File: src/rtl/pla_opa_line_encoder.sv
// Purpose: re-encode a captured opa PLA line vector into a stream of set-line indices, lowest first.
// Latency: first beat in the cycle after accept; one beat per cycle, one idle cycle between vectors.
// Backpressure: out_* held stable while out_valid && !out_ready; in_ready only in IDLE.
module pla_opa_line_encoder #(
    parameter int WIDTH         = 69,
    parameter int IDX_W         = 7,
    parameter int RESERVED_BASE = 61
) (
    input  logic             clk,
    input  logic             rst,
    input  logic             in_valid,
    output logic             in_ready,
    input  logic [WIDTH-1:0] in_vec,
    output logic             out_valid,
    input  logic             out_ready,
    output logic [IDX_W-1:0] out_idx,
    output logic [IDX_W-1:0] out_seq,
    output logic [IDX_W-1:0] out_count,
    output logic             out_last,
    output logic             out_empty,
    output logic             err_reserved
);

    typedef enum logic [1:0] {
        IDLE  = 2'd0,
        EMIT  = 2'd1,
        EMPTY = 2'd2
    } state_t;

    state_t           state;
    state_t           state_nxt;
    logic [WIDTH-1:0] pending;
    logic [IDX_W-1:0] seq_q;
    logic [IDX_W-1:0] count_q;
    logic [IDX_W-1:0] vec_count;
    logic [IDX_W-1:0] low_idx;
    logic             single_bit;
    logic             accept;
    logic             emit_beat;

    always_comb begin
        vec_count = '0;
        for (int i = 0; i < WIDTH; i++) begin
            vec_count = vec_count + IDX_W'(in_vec[i]);
        end
    end

    // Scan downward so the lowest set bit wins.
    always_comb begin
        low_idx = '0;
        for (int i = WIDTH - 1; i >= 0; i--) begin
            if (pending[i]) begin
                low_idx = IDX_W'(i);
            end
        end
    end

    assign single_bit = (pending != '0) && ((pending & (pending - WIDTH'(1))) == '0);
    assign accept     = in_valid && in_ready;
    assign emit_beat  = (state == EMIT) && out_ready;

    always_ff @(posedge clk) begin
        if (rst) begin
            state <= IDLE;
        end else begin
            state <= state_nxt;
        end
    end

    always_comb begin
        state_nxt = state;
        in_ready  = 1'b0;
        out_valid = 1'b0;
        out_idx   = '0;
        out_seq   = '0;
        out_count = '0;
        out_last  = 1'b0;
        out_empty = 1'b0;
        case (state)
            IDLE: begin
                in_ready = !rst;
                if (in_valid && !rst) begin
                    state_nxt = (in_vec == '0) ? EMPTY : EMIT;
                end
            end
            EMIT: begin
                out_valid = 1'b1;
                out_idx   = low_idx;
                out_seq   = seq_q;
                out_count = count_q;
                out_last  = single_bit;
                if (out_ready && single_bit) begin
                    state_nxt = IDLE;
                end
            end
            EMPTY: begin
                out_valid = 1'b1;
                out_empty = 1'b1;
                out_last  = 1'b1;
                if (out_ready) begin
                    state_nxt = IDLE;
                end
            end
            default: begin
                state_nxt = IDLE;
            end
        endcase
    end

    // Clearing the lowest set bit via pending & (pending - 1) matches the priority encoder.
    always_ff @(posedge clk) begin
        if (rst) begin
            pending      <= '0;
            seq_q        <= '0;
            count_q      <= '0;
            err_reserved <= 1'b0;
        end else if (accept) begin
            pending      <= in_vec;
            count_q      <= vec_count;
            seq_q        <= '0;
            err_reserved <= err_reserved | (|in_vec[WIDTH-1:RESERVED_BASE]);
        end else if (emit_beat) begin
            pending <= pending & (pending - WIDTH'(1));
            seq_q   <= seq_q + IDX_W'(1);
        end
    end

endmodule

File: config.mk
export PLATFORM = sky130hd
export DESIGN_NAME = pla_opa_line_encoder
export DESIGN_NICKNAME = d
export VERILOG_FILES = /design/src/rtl/pla_opa_line_encoder.sv
export SDC_FILE = /design/constraint.sdc
export NUM_CORES = 1
export LEC_CHECK = 0
export CAP_MARGIN = 20
export CORE_MARGIN = 5
export CORE_UTILIZATION = 57
export CTS_CLUSTER_SIZE = 10
export DETAILED_ROUTE_END_ITERATION = 10
export MAX_ROUTING_LAYER = met4
export PLACE_DENSITY_LB_ADDON = 0.12
export SLEW_MARGIN = 20
export SYNTH_ARGS = -nofsm -noshare
export SYNTH_HDL_FRONTEND = slang
export SYNTH_SLANG_ARGS = --single-unit
File: constraint.sdc
create_clock -name clk -period 8.3 [get_ports clk]
set_input_delay 1.66 -clock clk [delete_from_list [all_inputs] [get_ports clk]]
set_output_delay 1.66 -clock clk [all_outputs]
set_load 0.02 [all_outputs]
After elaboration in Yosys (flattened, before gate mapping):

Index checks and enable logic that the tools add are counted.
W data, S select, Z words.

* word-level logic and storage cells: 180
* bits of input ports: 73
* flip-flop bits (word level): 86

* eq/ne operators: 5
* reductions and logical operators: 15
* mux-type cells: 83
* add/sub/neg operators: 70
* bitwise logic cells: 2

Operators by type and width (count)
* $mux W7: 72
* $add A7 B1 Y7: 62
* $logic_not A69 Y1: 2
* $mux W69: 2
* $and A69 B69 Y69: 1
* $reduce_bool A69 Y1: 1
* $sub A69 B1 Y69 const B: 1
* $mux W2: 4
* $reduce_or A8 Y1: 1
* $add A6 B1 Y7: 1
* $add A7 B1 Y7 const B: 1
* $add A5 B1 Y6: 1
* $pmux W2 S3: 1
* $add A4 B1 Y5: 1
* $logic_and A1 B1 Y1: 5
* $add A3 B1 Y4: 1
* $ne A2 B2 Y1 const B: 2
* $reduce_or A2 Y1: 2
* $add A2 B1 Y3: 1
* $mux W1: 3
* $reduce_and A3 Y1: 1
* $add A1 B1 Y2: 1
* $eq A2 B1 Y1 const B: 1
* $eq A2 B2 Y1 const B: 1
* 6 further kinds: 6

Longest topological paths before layout:

* depth in word-level cells: 70
* mapped depth: 20
* mapped depth without buffers: 20

Worst setup path after synthesis:

Ideal clock, no wire load.

* path type: input to register
* start point: input in_vec[17]
* end point: register count_q[4]
* cell stages on the path: 19
* path slack: 1.072 ns
* buffers on the path: 0
* library setup time: 0.070 ns
* data required time: 8.230 ns
* arrival time: 7.158 ns
* cell sequence: fa_1 -> inv_1 -> fa_1 -> inv_1 -> fa_1 -> inv_1 -> fa_1 -> fa_1 -> fa_1 -> fa_1 -> fa_1 -> inv_1 -> fa_1 -> fa_1 -> a21o_1 -> a21oi_1 -> xnor2_1 -> nand2_1 -> a21oi_1

* cells in the longest elaborated chain, start to end: 52

RTL lines
* start: declaration: RTL line 13 `input logic [WIDTH-1:0] in_vec,`
* $add A7 B1 Y7 (52 in series): RTL line 44 `vec_count = vec_count + IDX_W'(in_vec[i]);`
* end signal: assignment: RTL line 119 `count_q <= vec_count;`
* end: declaration: RTL line 34 `logic [IDX_W-1:0] count_q;`

No other way between the ends.
A chain may end at the register's enable or synchronous reset.

Worst setup path after layout:

* start point: input in_vec[59]
* end point: register count_q[4]

* cells in the longest elaborated chain, start to end: 10

RTL lines (RTL line)
* $add A7 B1 Y7 (10 in series): 44

No other way between the ends.

==> flow_metrics.tcl <==
set metrics [dict create \
    wirelength_microns 26100 \
    finalCriticalPeriod_ns 7.74 \
    antenna_found_initial 0 \
    synth_seq_cells 86 \
    final_cell_mix "nand2_1 (120), inv_1 (110), a21oi_1 (103), clkdlybuf4s50_1 (97), dfxtp_1 (86)" \
    vias_per_cell 6.44 \
    gp_congestion 1.07 \
    synth_nets 1128 \
    fin_worst_hold_slack_ns 0.464 \
    avgSynthCellArea_sq_um 7.63 \
    vdd_ir_drop_max_mv 1.43 \
    synthToLayoutAreaGrowth_pct 17.1 \
    synth_enable_flop_cells 0 \
    start_kind "input port" \
    seq_area_frac_synth_pct 23.1 \
    clock_latency_ns 0.36 \
    nets 1180 \
    drtAntennaViolNets 0 \
    htree_levels 3 \
    multi_input_area_sq_um 5060 \
    first_pass_iters 6 \
    wire_per_inst_microns 21.6 \
    cts_tree "done" \
    hpwl_microns 20500 \
    report.final.slew_viol_count 0 \
    worstPathArrival_ns 8.03 \
    startpoint "in_vec[59]" \
    clockBufferDepth 2 \
    cts.hold.buffers_added 0 \
    netlist_area_sq_um 7460 \
    cts_resized 0 \
    finalCritPeriodShare_pct 93.3 \
    tns_ns 0 \
    final_layout_size_suffix_gt1_share_pct 3.58 \
    grt_pass1_wl_microns 40900 \
    start_util_pct 58.6 \
    die_w_microns 124 \
    min_from "count_q[1]$_SDFFE_PP0P_" \
    final-hold-violation-count 0 \
    num-fill-cells 1170 \
    cts_buffers 9 \
    status "completed" \
    critPathKind "in -> reg" \
    grt.total_usage_pct 34.3 \
    synth-warning-count 0 \
    path_max_fanout 3 \
    layout_setup_ws_ns 0.555 \
    drv_cap 0 \
    ios 99 \
    dieArea_sq_um 15500 \
    grt_setup_unrepaired "false" \
    worst_pin_slew_ns 0.959 \
    crit_required_ns 8.58 \
    vias 7763 \
    seqCellArea_sq_um 1720 \
    power_leakage_nw 3.41 \
    grt_pass1_vias 7370 \
    globalRouteOverflowTotal 0 \
    die_y_microns 124 \
    clock_sinks 86 \
    cts_root_buf "clkbuf_16" \
    power_density_nw_per_um2 420 \
    drt-initial-drc-count 1226 \
    relSlewSlack_pct 35.5 \
    rows 41 \
    drc_errors 0 \
    r2r_start "pending[21]$_SDFFE_PP0P_" \
    grt_max_degree 80 \
    synth_cell_types 59 \
    synthArstFlopShare_pct 0 \
    hold_path.class "reg -> reg" \
    synth_cells 977 \
    end_kind "flip-flop" \
    max_freq_mhz 129 \
    antenna_cells 0 \
    skew_ns 0.0123 \
    finalSetupViolCount 0 \
    postCtsSetupBuffers 0 \
    place_ws_ns 0.227 \
    synthFlopType "dfxtp_1" \
    coreArea_sq_um 12700 \
    io_buffers 98 \
    layout_commonest_cell "nand2_1" \
    clkTransAtPathRegs_ns 0.07 \
]
cells in the mapped netlist, types with 3 or more instances:
cell type,number,area [sq um]
a31oi_1,4,25.0
or4_4,3,33.8
xor2_1,6,52.6
nor3_1,18,90.1
nor2b_1,3,18.8
ha_1,19,238
a211oi_1,6,45.0
o32ai_1,4,35.0
clkbuf_1,58,218
or2_2,3,18.8
xnor2_1,4,35.0
or3_1,13,81.3
o21bai_1,4,30.0
a211o_1,3,26.3
o211ai_1,33,248
a41oi_1,4,35.0
o22ai_1,4,25.0
o31ai_1,7,52.6
dfxtp_1,86,1720
and2_1,16,100
fa_1,59,1180
o21ai_0,28,140
o311ai_0,18,158
a2111oi_0,3,26.3
nand3_1,40,200
or4_1,15,113
inv_1,110,413
maj3_1,3,30.0
nand2b_1,5,31.3
o21a_1,5,37.5
a21oi_1,103,515
nand2_1,121,454
a21o_1,4,30.0
nor4_1,41,257
nor2_1,64,240
nand4_1,20,125
buf_6,3,33.8
o31a_1,6,52.6
and4_1,4,35.0
critical path: stages:
cell and delay, ns:
clkdlybuf4s50_1 0.64, inv_1 0.11, fa_1 0.57, fa_1 0.44, fa_1 0.49, fa_1 0.49
inv_1 0.05, fa_1 0.47, inv_1 0.05, fa_1 0.47, fa_1 0.49, fa_1 0.49
inv_1 0.05, fa_1 0.39, fa_1 0.43, a21o_1 0.17, a21oi_1 0.21, xnor2_1 0.14
nand2_1 0.06, a21oi_1 0.16
metrics by stage:
stage | instance area [sq um] | std cells | util, % | total power (W)
6_report | 8730 | 1206 | 68.6 | 0.00366
5_1_grt | 8730 | 1206 | 68.6 | 0.00405
4_1_cts | 8730 | 1206 | 68.6 | 0.00366
3_5_place_dp | 8440 | 1190 | 66.3 | 0.00325
3_3_place_gp | 8440 | 1190 | 66.3 | 0.00321
2_1_floorplan | 7460 | 977 | - | 0.00266
kinds of logic (layout without fill, tap and decap cells):
group,after synthesis,after routing,share of synthesized area (%)
AO/OA/AOI/OAI,254,254,22.4
XOR/XNOR,10,10,1.17
adder cells (fa/ha/maj),81,81,19.4
buffers and inverters,174,231,9.09
flip-flops,86,86,23.1
multiplexers,1,1,0.134
AND/OR/NAND/NOR,371,371,24.6
sequential cells by signal, summed over array words and instances, names as in the netlist:
name / count
err_reserved: 1
seq_q: 7
count_q: 7
pending: 69
state: 2
final cells by class:
class                      count  area share [%]
clock buffer                  10            2.74
timing repair buffer         105            11.8
multi-input combinational    717            58.0
inverter                     110            4.73
tap                          172            2.47
sequential                    86            19.7
clock inverter                 6           0.588
power breakdown:
group | switching, W | total (W) | internal, W
combinational | 0.00143 | 0.00275 | 0.00132
sequential | 0.0000587 | 0.000515 | 0.000457
clock | 0.000186 | 0.000402 | 0.000216
layer usage:
layer	share of wire, %	global-route usage, %
met5	0	-
met1	42	47.4
met4	4.2	13.6
met2	43	48.9
met3	11	7.38
final timing paths:
check | to | slack, ns | cells past startpoint
worst min-delay path | count_q[1]$_SDFFE_PP0P_ | 0.46 | 2
worst max register to register | state[1]$_SDFFE_PP0P_ | 4.00 | 9
worst min register to register | count_q[1]$_SDFFE_PP0P_ | 0.46 | 2
worst max-delay path | count_q[4]$_SDFFE_PP0P_ | 0.56 | 20
Power figures use the tool's default switching activity.
